<file path="src/rtl/vram_arbiter_if.sv">
// Bus bundle between the raster fetch engine, the CPU bus decoder and the RAM macro.
// Latency: none (wires only); the arbiter's timing lives in vram_arbiter.
// Backpressure: the CPU side is req/ack; the raster side is never stalled.
// Optional macro ARB_STEAL_EN adds the video_stolen signal.
interface vram_arbiter_if #(
  parameter int AW = 16,
  parameter int DW = 8
) ();
  logic          video_req;
  logic [AW-1:0] video_addr;
  logic [DW-1:0] video_rdata;
  logic          video_valid;
`ifdef ARB_STEAL_EN
  logic          video_stolen;
`endif
  logic          cpu_req;
  logic          cpu_we;
  logic [AW-1:0] cpu_addr;
  logic [DW-1:0] cpu_wdata;
  logic [DW-1:0] cpu_rdata;
  logic          cpu_ack;
  logic          cpu_busy;
  logic [AW-1:0] mem_addr;
  logic          mem_we;
  logic [DW-1:0] mem_wdata;
  logic [DW-1:0] mem_rdata;

  // Arbiter side
  modport slave (
    input  video_req, video_addr, cpu_req, cpu_we, cpu_addr, cpu_wdata, mem_rdata,
    output video_rdata, video_valid, cpu_rdata, cpu_ack, cpu_busy,
           mem_addr, mem_we, mem_wdata
`ifdef ARB_STEAL_EN
    , output video_stolen
`endif
  );

  // Requester / memory side
  modport master (
    output video_req, video_addr, cpu_req, cpu_we, cpu_addr, cpu_wdata, mem_rdata,
    input  video_rdata, video_valid, cpu_rdata, cpu_ack, cpu_busy,
           mem_addr, mem_we, mem_wdata
`ifdef ARB_STEAL_EN
    , input video_stolen
`endif
  );
endinterface

</file>
<file path="src/rtl/vram_arbiter.sv">
// Single-port VRAM arbiter: raster fetch has priority, CPU served in free cycles.
// Latency: CPU request-to-ack minimum 3 cycles (ack 2 cycles after grant); raster data 1 cycle.
// Backpressure: CPU waits in WAIT while video_req is high; ARB_STEAL_EN bounds this to MAX_WAIT.
module vram_arbiter #(
  parameter int AW       = 16,
  parameter int DW       = 8,
  parameter int MAX_WAIT = 64,
  parameter int WCW      = 7
) (
  input  logic           clk,
  input  logic           reset,
  vram_arbiter_if.slave  bus
);
  localparam logic [1:0] IDLE = 2'd0;
  localparam logic [1:0] WAIT = 2'd1;
  localparam logic [1:0] DONE = 2'd2;

  localparam logic [WCW-1:0] WAIT_LIMIT = WCW'(MAX_WAIT);

  logic [1:0]     state;
  logic [WCW-1:0] wait_cnt;
  logic [AW-1:0]  addr_q;
  logic           we_q;
  logic [DW-1:0]  wdata_q;
  logic [DW-1:0]  cpu_rdata_q;
  logic           cpu_ack_q;
  logic           video_valid_q;
  logic           grant;

  // CPU owns the RAM this cycle: free slot, or the wait limit forces a steal
  always_comb begin
    grant = 1'b0;
    if (state == WAIT) begin
`ifdef ARB_STEAL_EN
      grant = !bus.video_req || (wait_cnt == WAIT_LIMIT);
`else
      grant = !bus.video_req;
`endif
    end
  end

  // RAM side driven only from state and latched registers, never from cpu_* inputs
  assign bus.mem_addr  = grant ? addr_q : bus.video_addr;
  assign bus.mem_we    = grant & we_q;
  assign bus.mem_wdata = wdata_q;

  assign bus.video_rdata = bus.mem_rdata;
  assign bus.video_valid = video_valid_q;
  assign bus.cpu_rdata   = cpu_rdata_q;
  assign bus.cpu_ack     = cpu_ack_q;
  assign bus.cpu_busy    = (state != IDLE);

  // CPU access sequencer: latch request, wait for a slot, capture read data and ack
  always_ff @(posedge clk or posedge reset) begin
    if (reset) begin
      state       <= IDLE;
      wait_cnt    <= '0;
      addr_q      <= '0;
      we_q        <= 1'b0;
      wdata_q     <= '0;
      cpu_rdata_q <= '0;
      cpu_ack_q   <= 1'b0;
    end else begin
      cpu_ack_q <= 1'b0;
      case (state)
        IDLE: begin
          // the requester still holds req during the ack cycle; that is not a new request
          if (bus.cpu_req && !cpu_ack_q) begin
            addr_q   <= bus.cpu_addr;
            we_q     <= bus.cpu_we;
            wdata_q  <= bus.cpu_wdata;
            wait_cnt <= '0;
            state    <= WAIT;
          end
        end
        WAIT: begin
          if (grant) begin
            state <= DONE;
          end else if (wait_cnt != WAIT_LIMIT) begin
            wait_cnt <= wait_cnt + 1'b1;
          end
        end
        DONE: begin
          // synchronous RAM returns the granted read now; writes keep the old value
          if (!we_q) begin
            cpu_rdata_q <= bus.mem_rdata;
          end
          cpu_ack_q <= 1'b1;
          state     <= IDLE;
        end
        default: state <= IDLE;
      endcase
    end
  end

  // Raster data is valid one cycle after a fetch that was not displaced by the CPU
  always_ff @(posedge clk or posedge reset) begin
    if (reset) begin
      video_valid_q <= 1'b0;
    end else begin
      video_valid_q <= bus.video_req && !grant;
    end
  end

`ifdef ARB_STEAL_EN
  logic video_stolen_q;
  assign bus.video_stolen = video_stolen_q;

  // Flag the raster slot that was taken by a forced CPU grant
  always_ff @(posedge clk or posedge reset) begin
    if (reset) begin
      video_stolen_q <= 1'b0;
    end else begin
      video_stolen_q <= grant && bus.video_req;
    end
  end
`endif
endmodule
</file>
<file path="src/flat_wrapper.sv">
// flat-port wrapper written by rule: the top's interface ports become plain ports
module vram_arbiter_flat 
#(
  parameter int AW       = 16,
  parameter int DW       = 8,
  parameter int MAX_WAIT = 64,
  parameter int WCW      = 7
)
  (clk, reset, bus_video_req, bus_video_addr, bus_cpu_req, bus_cpu_we, bus_cpu_addr, bus_cpu_wdata, bus_mem_rdata, bus_video_rdata, bus_video_valid, bus_cpu_rdata, bus_cpu_ack, bus_cpu_busy, bus_mem_addr, bus_mem_we, bus_mem_wdata);
  vram_arbiter_if #(.AW(AW), .DW(DW)) bus_i ();
  input  logic clk;
  input  logic reset;
  input wire logic [$bits(bus_i.video_req)-1:0] bus_video_req;
  input wire logic [$bits(bus_i.video_addr)-1:0] bus_video_addr;
  input wire logic [$bits(bus_i.cpu_req)-1:0] bus_cpu_req;
  input wire logic [$bits(bus_i.cpu_we)-1:0] bus_cpu_we;
  input wire logic [$bits(bus_i.cpu_addr)-1:0] bus_cpu_addr;
  input wire logic [$bits(bus_i.cpu_wdata)-1:0] bus_cpu_wdata;
  input wire logic [$bits(bus_i.mem_rdata)-1:0] bus_mem_rdata;
  output wire logic [$bits(bus_i.video_rdata)-1:0] bus_video_rdata;
  output wire logic [$bits(bus_i.video_valid)-1:0] bus_video_valid;
  output wire logic [$bits(bus_i.cpu_rdata)-1:0] bus_cpu_rdata;
  output wire logic [$bits(bus_i.cpu_ack)-1:0] bus_cpu_ack;
  output wire logic [$bits(bus_i.cpu_busy)-1:0] bus_cpu_busy;
  output wire logic [$bits(bus_i.mem_addr)-1:0] bus_mem_addr;
  output wire logic [$bits(bus_i.mem_we)-1:0] bus_mem_we;
  output wire logic [$bits(bus_i.mem_wdata)-1:0] bus_mem_wdata;
  assign bus_i.video_req = bus_video_req;
  assign bus_i.video_addr = bus_video_addr;
  assign bus_i.cpu_req = bus_cpu_req;
  assign bus_i.cpu_we = bus_cpu_we;
  assign bus_i.cpu_addr = bus_cpu_addr;
  assign bus_i.cpu_wdata = bus_cpu_wdata;
  assign bus_i.mem_rdata = bus_mem_rdata;
  assign bus_video_rdata = bus_i.video_rdata;
  assign bus_video_valid = bus_i.video_valid;
  assign bus_cpu_rdata = bus_i.cpu_rdata;
  assign bus_cpu_ack = bus_i.cpu_ack;
  assign bus_cpu_busy = bus_i.cpu_busy;
  assign bus_mem_addr = bus_i.mem_addr;
  assign bus_mem_we = bus_i.mem_we;
  assign bus_mem_wdata = bus_i.mem_wdata;
  vram_arbiter #(.AW(AW), .DW(DW), .MAX_WAIT(MAX_WAIT), .WCW(WCW)) u_core (.clk(clk), .reset(reset), .bus(bus_i));
endmodule
</file>
<file path="config.mk">
export PLATFORM = sky130hd
export DESIGN_NAME = vram_arbiter_flat
export DESIGN_NICKNAME = d
export VERILOG_FILES = /design/src/rtl/vram_arbiter_if.sv /design/src/rtl/vram_arbiter.sv /design/src/flat_wrapper.sv
export SDC_FILE = /design/constraint.sdc
export NUM_CORES = 1
export LEC_CHECK = 0
export BUFFER_PORTS_ARGS = -buffer_cell sky130_fd_sc_hd__buf_2
export CORE_ASPECT_RATIO = 1.75
export CORE_MARGIN = 2
export CORE_UTILIZATION = 39
export DETAILED_ROUTE_END_ITERATION = 6
export PLACE_DENSITY = 0.79
export SYNTH_ARGS = -nofsm -noshare
export SYNTH_HDL_FRONTEND = slang
export SYNTH_SLANG_ARGS = --single-unit
</file>
<file path="constraint.sdc">
create_clock -name clk -period 4.3 [get_ports clk]
set_input_delay 0.86 -clock clk [delete_from_list [all_inputs] [get_ports clk]]
set_output_delay 0.86 -clock clk [all_outputs]
set_load 0.01 [all_outputs]
</file>
# == After elaboration in Yosys (flattened, before gate mapping) ==
# Cells that the tools add are included.
# word_totals
ff_bits,37
latch_bits,0
ramBits,0
romBits,0
input_bits,53
out_inout_bits,44
word_cells,29
n_memories,0
# op_classes
n_addsub,0
mul,0
div_mod_pow,0
n_lt_le_gt_ge,0
eq_ne,4
n_shift,0
n_mux,6
bitwise_logic,2
reduce_logical,10
# ops
cell,count
two-way mux 16 bit,1
AND reduction 2 bit,3
two-way mux 2 bit,2
"inequality test 2 x 1 -> 1 bit, second input constant",2
one-hot mux 2 bit (2 select lines),1
zero test 1 bit,3
"equality test 2 x 1 -> 1 bit, second input constant",1
"equality test 2 bit, second input constant",1
logical AND 1 bit,2
zero test 2 bit,1
two-way mux 1 bit,2
nonzero test 2 bit,1
AND 1 bit,1
NOT 1 bit,1

# == Longest topological paths before layout ==
# depth
ltp_word,4
ltp_mapped,4
depth_no_buf,2

# == Least setup slack after synthesis ==
# No wires, ideal clock.
# synth_timing
path_type,input-to-output
startpoint,in bus_video_req
endpoint,out bus_mem_addr[0]
t_arrival_ns,1.698
t_required_ns,3.440
setup_slack_ns,1.742
path_stages,4
n_path_buf,2
cell_sequence,nor3b_1 buf_4 buf_6 mux2_2
# synth_between
elab_chain_cells,3
# synth_lines
item,line,text
start: declaration,flat_wrapper.sv:13,input wire logic [$bits(bus_i.video_req)-1:0] bus_video_req;
zero test 1 bit,vram_arbiter.sv:37,grant = !bus.video_req;
two-way mux 1 bit,vram_arbiter.sv:33,if (state == WAIT) begin
two-way mux 16 bit,vram_arbiter.sv:43,assign bus.mem_addr = grant ? addr_q : bus.video_addr;
end: declaration,flat_wrapper.sv:25,output wire logic [$bits(bus_i.mem_addr)-1:0] bus_mem_addr;
# Every way passes these cells.

# == Worst setup path in the final report ==
# layout_timing
startpoint,in bus_video_req
endpoint,out bus_mem_addr[9]
# Same word-level chain as after synthesis.

==> flow_summary.toml <==
[route]
drt-pass1-iter-count = 4
antenna_left = 0
wl_um = 3483
vias_per_cell = 4.702
drc_errors = 0
num_vias = 1185
post_drt_wl_per_cell_um = 13.82
drt-initial-drc-count = 4

[timing]
worstMarginPinSlew_ps = 658.9
max_freq_mhz = 357.7
fin_tns_setup_ps = 0
grt_setup_unrepaired = "no"
relSlewSlack = 0.5588
fin_crit_sh = 0.6502
final_max_slew_viol_count = 0
finalHoldViolCount = 0
fin_crit_ps = 2796
setup_viol = 0
clock_skew_ps = 7.235

[hold_path]
worst_hold_path_type = "reg2reg"
hold_depth = 1

[place]
dpl.hpwl_um = 2754
numPortBuffers = 96
place_area_um2 = 2132
gp_congestion = 0.7376

[floorplanning]
die_x_um = 53.44
initial_utilization = 0.4057
fp-row-count = 31
die_h_um = 90.51
core-area_um2 = 4111
io_pins = 97
die_area_um2 = 4836

[layout]
antenna_cells = 0
drive_gt1_frac = 0.7882
final_common_cell = "buf_2"
final_cell_mix = "buf_2, mux2_2, dfrtp_1"
final_area_um2 = 2218
nets = 255
area_growth_pct = 33.01

[pwr]
p_per_area_nw_per_um2 = 632.6
p_leak_nw = 1.104
ir_drop_mv = 0.3700

[synth]
synth_warnings = 0
ys_types = 16
syn_avg_cell_area_um2 = 15.30
syn_nets = 162
ys_seq_area_frac = 0.5551
syn_area_um2 = 1668
synthCells = 109
ys_ff_latch = 37

[clock_tree]
cts_buffers = 5
clk_path_buf_depth = 2
root_buffer = "clkbuf_8"
cts.htree.levels = 2
clk_latency_ps = 280
cts_sinks = 37
ctsResizeCount = 0
cts_tree = "built"
hold_buffers = 0
postCtsSetupRepairBufs = 0
clkTransAtPathRegs_ps = 70

[grt]
grt_pass1_vias = 1205
overflow = 0
antenna_found_initial = 0
grt_max_degree = 38
grt_pass1_wl_um = 5492
grt_usage = 0.1554

[status]
status = "completed"

[worst_setup_path]
cp.arrival_ps = 1940
reg2reg_depth = 3
slowest_delay_ps = 370
rrSetupSlack_ps = 2330
start_kind = "input pin"
critPathKind = "in2out"
path_max_fanout = 18
path_cells = "buf_2, nor3b_2, buf_4, mux2_2, buf_2"
endpoint = "bus_mem_addr[9]"
slowest_stage = "mux2_2"
r2r_end = "u_core.addr_q[10]"
end_kind = "output pin"
crit_top_cell = "buf_2"
required_ps = 3440
startpoint = "bus_video_req"
r2r-start = "u_core.state[1]"

[run]
cap_violations = 0
==> worst min-delay path by stage <==
stage | slack, ps | startpoint | to
2_1_floorplan | 450 | u_core.addr_q[12] | u_core.addr_q[12]
3_3_place_gp | 480 | u_core.addr_q[11] | u_core.addr_q[11]
3_5_place_dp | 490 | u_core.bus.cpu_rdata[2] | u_core.bus.cpu_rdata[2]
4_1_cts | 510 | u_core.bus.cpu_rdata[2] | u_core.bus.cpu_rdata[2]
5_1_grt | 520 | u_core.bus.cpu_rdata[1] | u_core.bus.cpu_rdata[1]
6_report | 500 | u_core.bus.cpu_rdata[2] | u_core.bus.cpu_rdata[2]
==> state kept, by name (all words and copies together) (netlist names) <==
signal / flops
u_core.bus.cpu_rdata: 8
u_core.bus.video_valid: 1
u_core.bus.mem_wdata: 8
u_core.bus.cpu_ack: 1
u_core.state: 2
u_core.addr_q: 16
u_core.we_q: 1
==> synthesized netlist by cell type, drive strengths merged <==
library cell   n  area share
nor3b          2       0.012
nand2          1      0.0022
mux2          49        0.33
dfrtp         37        0.56
buf           12       0.061
or2            1      0.0038
clkbuf         1      0.0022
or3b           1      0.0053
a21oi          1      0.0030
inv            1      0.0022
and2b          1      0.0045
and2           1      0.0038
nor4b          1       0.014
==> per-stage QoR <==
step                      instances  worst slack (ps)  hold slack [ps]    util  total power [W]
after floorplan                 109              1742            452.2       -         0.001000
after global placement          244              1531            484.2  0.5186         0.001174
after detailed placement        244              1500            489.9  0.5186         0.001194
after CTS                       252              1500            506.4  0.5396         0.001431
after global routing            252              1451            524.1  0.5396         0.001505
final                           252              1504            501.5  0.5396         0.001403
==> area by class of cell <==
cell class              instances  area, um^2
clock buffers                   5       68.82
clock inverters                 3       17.52
fillers                       396        1893
inverters                       1       3.754
multi-input cells              58       638.1
flip-flops and latches         37       925.9
well taps                      49       61.31
repair buffers                 99       503.0
==> layer usage <==
layer | track usage | up-vias | share of wire
li1 | - | 557 | -
met5 | 0 | - | 0
met3 | 0.03808 | 4 | 0.080
met2 | 0.2922 | 58 | 0.58
met1 | 0.1508 | 566 | 0.33
met4 | 0.05769 | 0 | 0.013
==> power by group <==
part	switching, W	internal, W	total, W	leakage, nW
logic	0.000237	0.000328	0.000565	0.621
registers	0.0000917	0.000517	0.000609	0.439
clock network	0.000117	0.000112	0.000229	0.0439
total	0.000446	0.000957	0.00140	1.10
==> worst max-delay path: cells and delay by family <==
kind | cells | cell delay, ps
buffers and inverters | 3 | 550
multiplexers | 1 | 370
AND/OR/NAND/NOR | 1 | 160
==> cell families (layout without fill, tap and decap cells) <==
logic type | Yosys count | after routing | synth area share
AO/OA/AOI/OAI | 1 | 1 | 0.002998
buffers and inverters | 14 | 108 | 0.06526
flip-flops | 37 | 37 | 0.5551
multiplexers | 49 | 49 | 0.3308
AND/OR/NAND/NOR | 8 | 8 | 0.04577
Power figures use the tool's default switching activity.
